--- src/rtl/memarb_pkg.sv ---
// Shared constants for the mapper memory arbiter: client indices, FSM states
// and the physical region tags of the two ROMs.
package memarb_pkg;

  localparam logic [1:0] CL_CROM   = 2'd0;
  localparam logic [1:0] CL_CHRRAM = 2'd1;
  localparam logic [1:0] CL_PROM   = 2'd2;
  localparam logic [1:0] CL_PRGRAM = 2'd3;

  typedef enum logic [1:0] {
    ST_IDLE  = 2'd0,
    ST_ISSUE = 2'd1,
    ST_DONE  = 2'd2
  } state_e;

  localparam logic [1:0] PROM_REGION = 2'b00;
  localparam logic [1:0] CROM_REGION = 2'b01;

endpackage

--- src/rtl/memarb_rr_arb4.sv ---
// Four-way rotate-priority encoder: grants the first eligible client at or
// after the pointer, wrapping modulo 4.
module rr_arb4 (
  input  logic [3:0] eligible,
  input  logic [1:0] ptr,
  output logic       valid,
  output logic [1:0] grant
);

  logic [1:0] idx;
  logic       found;

  always_comb begin
    valid = |eligible;
    grant = ptr;
    idx   = ptr;
    found = 1'b0;
    for (int i = 0; i < 4; i++) begin
      idx = ptr + i[1:0];
      if (!found && eligible[idx]) begin
        grant = idx;
        found = 1'b1;
      end
    end
  end

endmodule

--- src/rtl/memarb.sv ---
// Shares one byte-wide memory port among PRG ROM, CHR ROM, PRG RAM and CHR RAM:
// round-robin arbitration, one transaction at a time, with a hung-memory timeout.
module memarb
  import memarb_pkg::*;
#(
  parameter int unsigned TIMEOUT     = 255,
  parameter logic [22:0] PRGRAM_BASE = 23'h400000,
  parameter logic [22:0] CHRRAM_BASE = 23'h408000
) (
  input  logic        clk,
  input  logic        resetn,
  input  logic [20:0] promaddr,
  input  logic        promreq,
  output logic        promack,
  input  logic [20:0] cromaddr,
  input  logic        cromreq,
  output logic        cromack,
  input  logic [14:0] prgramaddr,
  input  logic [7:0]  prgramwdata,
  input  logic        prgramwr,
  input  logic        prgramreq,
  output logic        prgramack,
  input  logic [12:0] chrramaddr,
  input  logic [7:0]  chrramwdata,
  input  logic        chrramwr,
  input  logic        chrramreq,
  output logic        chrramack,
  output logic [7:0]  rdata,
  output logic [22:0] memaddr,
  output logic [7:0]  memwdata,
  output logic        memwr,
  output logic        memreq,
  input  logic        memack,
  input  logic [7:0]  memrdata,
  output logic        timeout
);

  // Last ISSUE cycle index: the counter starts at 0, so memreq stays up TIMEOUT cycles.
  localparam logic [7:0] TMO_LAST = 8'(TIMEOUT - 1);

  state_e      state_q, state_d;
  logic [1:0]  ptr_q, ptr_d;
  logic [3:0]  cool_q, cool_d;
  logic [1:0]  cid_q, cid_d;
  logic [22:0] memaddr_q, memaddr_d;
  logic [7:0]  memwdata_q, memwdata_d;
  logic        memwr_q, memwr_d;
  logic        memreq_q, memreq_d;
  logic [7:0]  rdata_q, rdata_d;
  logic        timeout_q, timeout_d;
  logic [7:0]  cnt_q, cnt_d;
  logic [3:0]  ack_q, ack_d;

  logic [3:0]  req_vec;
  logic [3:0]  eligible;
  logic        arb_valid;
  logic [1:0]  grant;
  logic [22:0] cand_addr;
  logic [7:0]  cand_wdata;
  logic        cand_wr;

  assign req_vec  = {prgramreq, promreq, chrramreq, cromreq};
  assign eligible = req_vec & ~cool_q;

  rr_arb4 u_arb (
    .eligible (eligible),
    .ptr      (ptr_q),
    .valid    (arb_valid),
    .grant    (grant)
  );

  always_comb begin
    cand_addr  = '0;
    cand_wdata = '0;
    cand_wr    = 1'b0;
    case (grant)
      CL_CROM:   cand_addr = {CROM_REGION, cromaddr};
      CL_CHRRAM: begin
        cand_addr  = CHRRAM_BASE + {10'd0, chrramaddr};
        cand_wdata = chrramwdata;
        cand_wr    = chrramwr;
      end
      CL_PROM:   cand_addr = {PROM_REGION, promaddr};
      default: begin
        cand_addr  = PRGRAM_BASE + {8'd0, prgramaddr};
        cand_wdata = prgramwdata;
        cand_wr    = prgramwr;
      end
    endcase
  end

  always_comb begin
    state_d    = state_q;
    ptr_d      = ptr_q;
    cool_d     = '0;
    cid_d      = cid_q;
    memaddr_d  = memaddr_q;
    memwdata_d = memwdata_q;
    memwr_d    = memwr_q;
    memreq_d   = memreq_q;
    rdata_d    = rdata_q;
    timeout_d  = timeout_q;
    cnt_d      = cnt_q;
    ack_d      = '0;
    case (state_q)
      ST_IDLE: begin
        if (arb_valid) begin
          cid_d      = grant;
          memaddr_d  = cand_addr;
          memwdata_d = cand_wdata;
          memwr_d    = cand_wr;
          memreq_d   = 1'b1;
          cnt_d      = '0;
          ptr_d      = grant + 2'd1;
          state_d    = ST_ISSUE;
        end
      end
      ST_ISSUE: begin
        // memack wins over a timeout landing in the same cycle.
        if (memack) begin
          rdata_d  = memrdata;
          memreq_d = 1'b0;
          state_d  = ST_DONE;
        end else if (cnt_q == TMO_LAST) begin
          rdata_d   = 8'hFF;
          timeout_d = 1'b1;
          memreq_d  = 1'b0;
          state_d   = ST_DONE;
        end else begin
          cnt_d = cnt_q + 8'd1;
        end
      end
      ST_DONE: begin
        // Cooldown masks the still-high req during the ack cycle.
        ack_d[cid_q]  = 1'b1;
        cool_d[cid_q] = 1'b1;
        state_d       = ST_IDLE;
      end
      default: state_d = ST_IDLE;
    endcase
  end

  always_ff @(posedge clk or negedge resetn) begin
    if (!resetn) begin
      state_q    <= ST_IDLE;
      ptr_q      <= CL_CROM;
      cool_q     <= '0;
      cid_q      <= '0;
      memaddr_q  <= '0;
      memwdata_q <= '0;
      memwr_q    <= 1'b0;
      memreq_q   <= 1'b0;
      rdata_q    <= '0;
      timeout_q  <= 1'b0;
      cnt_q      <= '0;
      ack_q      <= '0;
    end else begin
      state_q    <= state_d;
      ptr_q      <= ptr_d;
      cool_q     <= cool_d;
      cid_q      <= cid_d;
      memaddr_q  <= memaddr_d;
      memwdata_q <= memwdata_d;
      memwr_q    <= memwr_d;
      memreq_q   <= memreq_d;
      rdata_q    <= rdata_d;
      timeout_q  <= timeout_d;
      cnt_q      <= cnt_d;
      ack_q      <= ack_d;
    end
  end

  assign cromack   = ack_q[CL_CROM];
  assign chrramack = ack_q[CL_CHRRAM];
  assign promack   = ack_q[CL_PROM];
  assign prgramack = ack_q[CL_PRGRAM];
  assign rdata     = rdata_q;
  assign memaddr   = memaddr_q;
  assign memwdata  = memwdata_q;
  assign memwr     = memwr_q;
  assign memreq    = memreq_q;
  assign timeout   = timeout_q;

endmodule

--- config.mk ---
export PLATFORM = sky130hd
export DESIGN_NAME = memarb
export DESIGN_NICKNAME = d
export VERILOG_FILES = /design/src/rtl/memarb_pkg.sv /design/src/rtl/memarb_rr_arb4.sv /design/src/rtl/memarb.sv
export SDC_FILE = /design/constraint.sdc
export NUM_CORES = 1
export LEC_CHECK = 0
export CORE_AREA = 2 2 131 101
export DETAILED_ROUTE_END_ITERATION = 7
export DIE_AREA = 0 0 133 103
export DONT_BUFFER_PORTS = 1
export HOLD_SLACK_MARGIN = 0.08
export PLACE_DENSITY = 0.34
export SYNTH_ARGS = -nofsm -noshare
export SYNTH_HDL_FRONTEND = slang
export SYNTH_SLANG_ARGS = --single-unit
export TNS_END_PERCENT = 1
--- constraint.sdc ---
create_clock -name clk -period 4.7 [get_ports clk]
set_clock_uncertainty 0.05 [all_clocks]
set_input_delay 0.47 -clock clk [delete_from_list [all_inputs] [get_ports clk]]
set_output_delay 0.47 -clock clk [all_outputs]
set_load 0.01 [all_outputs]
Word-level counts from Yosys, hierarchy flattened
Index checks and enable logic that the tools add are counted.
W data, S select, Z words.
{"block": "classes", "n_addsub": 7, "mux": 34, "n_bitwise": 3, "reduce_logical": 19, "eq_ne": 9, "n_lt_le_gt_ge": 6}
{"op": "$pmux W23 S3", "count": 1}
{"op": "$mux W8", "count": 5}
{"op": "$pmux W8 S2", "count": 2}
{"op": "$add A23 B13 Y23 const A", "count": 1}
{"op": "$add A23 B15 Y23 const A", "count": 1}
{"op": "$lt A2 B3 Y1 const B", "count": 5}
{"op": "$mux W2", "count": 6}
{"op": "$mux W1", "count": 11}
{"op": "$add A8 B1 Y8 const B", "count": 1}
{"op": "$bmux W1 S2", "count": 4}
{"op": "$eq A8 B8 Y1 const B", "count": 1}
{"op": "$ne A2 B2 Y1 const B", "count": 3}
{"op": "$reduce_and A2 Y1", "count": 3}
{"op": "$reduce_and A3 Y1", "count": 2}
{"op": "$add A2 B1 Y2 const B", "count": 2}
{"op": "$add A2 B2 Y2 const B", "count": 2}
{"op": "$and A4 B4 Y4", "count": 1}
{"op": "$eq A2 B1 Y1 const B", "count": 2}
{"op": "$eq A2 B2 Y1 const B", "count": 2}
{"op": "$logic_and A1 B1 Y1", "count": 4}
{"op": "$logic_not A2 Y1", "count": 2}
{"op": "$mux W4", "count": 1}
{"op": "$not A4 Y4", "count": 1}
{"op": "$pmux W1 S2", "count": 2}
{"op": "other kinds (10)", "count": 13}
{"block": "totals", "register_bits": 60, "out_inout_bits": 46, "inputBits": 103}

Logic depth before layout (Yosys ltp)
{"block": "depth", "word_depth": 17, "mapped_depth": 11, "ltp_nobuf": 9}

By module
A second synthesis with hierarchy kept.
{"block": "hier_totals", "cells_unflattened": 304, "hier_area_um2": 2984.1}
{"mod": "memarb", "area_per_inst_um2": 2887.8, "cells_each": 288, "instances": 1, "seq_area_each_um2": 1501.4}
{"mod": "rr_arb4", "area_per_inst_um2": 96.3, "cells_each": 16, "instances": 1, "seq_area_each_um2": 0.0}

Worst setup path before layout
OpenSTA, ideal clock, no wires.
{"block": "synth_timing", "path_kind": "input to register", "start": "input cromreq", "end": "register memaddr_q[5] (netlist: memaddr[5])", "setup_slack_ps": 2316, "t_required_ps": 4515, "setup_time_ps": 135, "arrival_ps": 2200, "path_stages": 10, "path_cell_list": "nor2b_1 a221oi_1 o22ai_1 inv_1 ha_1 clkbuf_1 a222oi_1 nor2_1 a21oi_1 o21ai_0"}
{"block": "synth_between", "elab_chain_len": 15, "word_cells_on_any_way": 27, "classes_between": "2 x eq/ne; 15 x mux; 1 x bitwise; 9 x reduce/logical"}
{"element": "start: declaration", "line": "memarb.sv:16", "source": "input logic cromreq,"}
{"element": "$and A4 B4 Y4 *", "line": "memarb.sv:63", "source": "assign eligible = req_vec & ~cool_q;"}
{"element": "$bmux W1 S2", "line": "memarb_rr_arb4.sv:20", "source": "if (!found && eligible[idx]) begin"}
{"element": "$mux W1 (not written as such)", "line": "memarb_rr_arb4.sv:20"}
{"element": "$mux W1", "line": "memarb_rr_arb4.sv:20"}
{"element": "$logic_not A1 Y1", "line": "memarb_rr_arb4.sv:20"}
{"element": "$logic_and A1 B1 Y1", "line": "memarb_rr_arb4.sv:20"}
{"element": "$mux W1", "line": "memarb_rr_arb4.sv:20"}
{"element": "$logic_not A1 Y1", "line": "memarb_rr_arb4.sv:20"}
{"element": "$logic_and A1 B1 Y1", "line": "memarb_rr_arb4.sv:20"}
{"element": "$mux W1", "line": "memarb_rr_arb4.sv:20"}
{"element": "$logic_not A1 Y1", "line": "memarb_rr_arb4.sv:20"}
{"element": "$logic_and A1 B1 Y1", "line": "memarb_rr_arb4.sv:20"}
{"element": "$mux W2 *", "line": "memarb_rr_arb4.sv:20"}
{"element": "via grant[1]", "line": "memarb.sv:57", "source": "logic [1:0] grant;"}
{"element": "$eq A2 B2 Y1 (tied with other cells)", "line": "memarb.sv:76", "source": "case (grant)"}
{"element": "$pmux W23 S3 *", "line": "memarb.sv:76"}
{"element": "end signal: assignment", "line": "memarb.sv:162", "source": "memaddr_q <= memaddr_d;"}
{"element": "end: declaration", "line": "memarb.sv:45", "source": "logic [22:0] memaddr_q, memaddr_d;"}
Mark *: on every way through the listed nets, which the timed path passes. The rest lies on a longest branch. The select of a mux whose other input is x is not followed.
A chain may end at the register's enable or synchronous reset.

==> key figures <==
Synth
  • Main flop type after synthesis: dfrtp_1
  • Synth Cell Area: 0.00294 mm^2
  • Syn Area/Cell: 9.78 um^2
  • Synth area leader: dfrtp_1
  • Post-synth net total: 411
  • Sequential share of the synthesized area: 50.2%
  • Seq cells post-synth: 59
  • Synth cell types: 41
  • Syn. warnings: 0
  • Ys async rst share: 100%
  • Share of the synthesized area in the top cell type: 50.2%
  • Largest cells by area after synthesis: dfrtp_1 (50%), nor2_1 (5.2%), a222oi_1 (4.4%)
  • Post-synth EDFFs: 0
  • Synth Instances: 301

Clock network
  • H-tree depth: 3
  • CTS tree: yes
  • Max Root-Sink Buffers: 2
  • Clock sink count: 59
  • Clock slew at reported path FFs: 0.05 ns
  • CTS root buf: clkbuf_16
  • Worst skew pair latency: 0.33 ns
  • Clock buffer count from CTS: 9

Route
  • DRC violations left: 0
  • Vias per inst: 5.00
  • ANT nets after route: 0
  • Drt first pass iters: 8
  • Post-Route WL: 8230 um
  • Initial DRC count: 168
  • Vias after detailed routing: 2,336
  • WL per Instance: 17.6 um

Global routing
  • Number of global-route vias before repair: 2,334
  • Total track usage: 12.1%
  • Gr ovfl total: 0
  • Largest net degree at the start of global routing: 64
  • First-pass GRT wire length: 12,700 um
  • Initial antenna violation count: 0

Placed design
  • DP Area: 0.00306 mm^2
  • HPWL after detailed placement: 5580 um
  • RePlAce Congestion: 0.673
  • Worst slack, placed: 1.53 ns
  • Port bufs: 0

Power
  • Seq pwr share: 39.8%
  • Combinational Power Share: 36.1%
  • Pwr/cell area: 706 mW/mm^2
  • Clock share of power: 24.0%
  • Max VDD drop: 0.000214 V
  • Internal power: 1.37 mW
  • Sw Ratio: 42.1%
  • P_leak: 1.38 nW
  • Net switching power: 0.994 mW

Worst setup path
  • Flop2flop setup slack: 1.60 ns
  • Startpoint types: flop
  • Critical path type: reg2reg
  • CP endpoint kind: flop
  • FF-to-FF End: memwdata[3]
  • Critical Path RT: 4.91 ns
  • CP startpoint: ack_q[3]
  • Critical Path AT: 3.31 ns
  • Critical Path End: memwdata[3]
  • FF-to-FF path depth: 8
  • R2R Path Start: ack_q[3]
  • Worst-path fanout max: 16

STA
  • Final Max Tran Viols: 0
  • Setup_tns: 0 ns
  • Min cycle time layout: 3.10 ns
  • Peak Freq: 323 MHz
  • Unrepaired setup endpoints after global routing: false
  • Relative slew slack: 41.3%
  • Final setup fails: 0
  • Post-route clock period utilization: 65.9%
  • Worst Tran Pin Value: 0.880 ns
  • PnR worst setup slack: 1.60 ns
  • Final Hold Viols: 0

Worst hold path
  • Hold depth: 1
  • Class of the worst hold path: in2reg
  • Hold path start: memrdata[6]

Floorplanning
  • Die width: 133 um
  • Die Area: 0.0137 mm^2
  • I/O pins: 149
  • Initial cell density of the core: 23.4%
  • CORE AREA: 0.0126 mm^2
  • Die Y: 103 um
  • # rows: 36

Cells and area
  • Final net count: 403
  • # diodes: 0
  • Final non-filler cell area: 0.00335 mm^2
  • Register area: 0.00148 mm^2
  • Share of cells above drive strength 1: 6.76%
  • Synth-to-Final Area Change: 13.8%
  • Final core occ: 26.6%
  • Fill cell count: 1,316
  • Multi-input gate area: 0.00134 mm^2

Status
  • Status: finished, final reports clean

Job
  • Max-cap violations: 0
flip-flops by register name (all words and copies together), names as in the netlist:
| name | flops |
|---|---|
| memaddr | 22 |
| rdata | 8 |
| memwr | 1 |
| memreq | 1 |
| cnt_q | 8 |
| ptr_q | 2 |
| timeout | 1 |
| memwdata | 8 |
| cid_q | 2 |
| state_q | 2 |
| ack_q | 4 |
final cells by class:
type	count	share of cell area, %
Clock buffer	10	6.84
Clock inverter	4	0.598
Inverter	4	0.448
Multi-Input combinational cell	215	40.1
Sequential cell	59	44.1
Tap cell	171	6.39
Timing Repair Buffer	4	1.57
per-layer routing:
layer | vias to the layer above | track usage [%] | share of wire, %
li1 | 1102 | - | -
met5 | - | 0 | 0
met1 | 1126 | 15.8 | 45
met4 | 0 | 5.21 | 1.8
met3 | 15 | 4.87 | 7.9
met2 | 93 | 17.9 | 46
cells by family after synthesis:
kind of cell             Yosys count  synth area share (%)
adder cells (fa/ha/maj)            7                  2.98
flip-flops                        59                  50.2
AO/OA/AOI/OAI                    106                  26.2
buffers and inverters             27                  4.34
AND/OR/NAND/NOR                  100                  15.7
XOR/XNOR                           2                 0.595
worst min path at each step:
stage	end	slack [ns]
finish	rdata[6]	0.22
detailed placement	memwdata[5]	0.13
global route	rdata[5]	0.20
floorplan	ack_q[0]	0.12
CTS	rdata[6]	0.21
global placement	memwdata[6]	0.13
cell usage in the layout, fill, tap and decap left out, types with 6 or more instances in the layout:
cell / instances
nand2_1: 34
o31ai_1: 9
o22a_1: 9
ha_1: 6
clkbuf_16: 9
nor2_1: 41
a221oi_1: 10
a22oi_1: 7
o21ai_0: 18
dfrtp_1: 59
a21oi_1: 20
a222oi_1: 13
synth_stat cells, types with 2 or more instances:
master,number
clkbuf_1,19
nand2_1,34
xor2_1,2
inv_1,4
a21oi_1,20
buf_6,3
or4_1,2
nor2b_1,4
or3_1,2
and3_1,2
a221oi_1,10
o211ai_1,3
o21ai_0,18
o22ai_1,2
nor4bb_1,2
nand4_1,2
a22oi_1,7
o22a_1,9
dfrtp_1,59
o21ai_1,5
a222oi_1,13
nand2b_1,4
ha_1,7
nor2_1,41
nand3_1,3
o31ai_1,9
critical path, stage by stage (launching register included):
cell and delay, ns:
dfrtp_1 0.42, nor2b_1 0.51, o22ai_1 0.21, o2bb2ai_1 0.18, nor2_1 0.17, ha_1 0.61, nor2b_1 0.58, a221oi_1 0.17
nor2_1 0.12
through the flow:
step	std cells	power (mW)	hold WS [ns]
floorplan	301	1.59	0.124
global placement	451	1.81	0.129
detailed placement	451	1.81	0.128
CTS	467	2.41	0.205
global route	467	2.59	0.200
finish	467	2.36	0.216
power groups by stage:
| stage | registers (mW) | clock network (mW) | logic, mW |
|---|---|---|---|
| 2_1_floorplan | 0.891 | 0 | 0.704 |
| 3_3_place_gp | 0.958 | 0 | 0.852 |
| 3_5_place_dp | 0.955 | 0 | 0.857 |
| 4_1_cts | 0.948 | 0.590 | 0.873 |
| 5_1_grt | 0.973 | 0.615 | 1.00 |
| 6_report | 0.941 | 0.568 | 0.854 |
what timing repair did:
item / CTS / global route
endpoints found under the hold margin: 59 / 0
buffers inserted: 0 / 0
hold buffers: 2 / 0
gates resized for setup: 0 / 0
(Power assumes the default switching activity.)
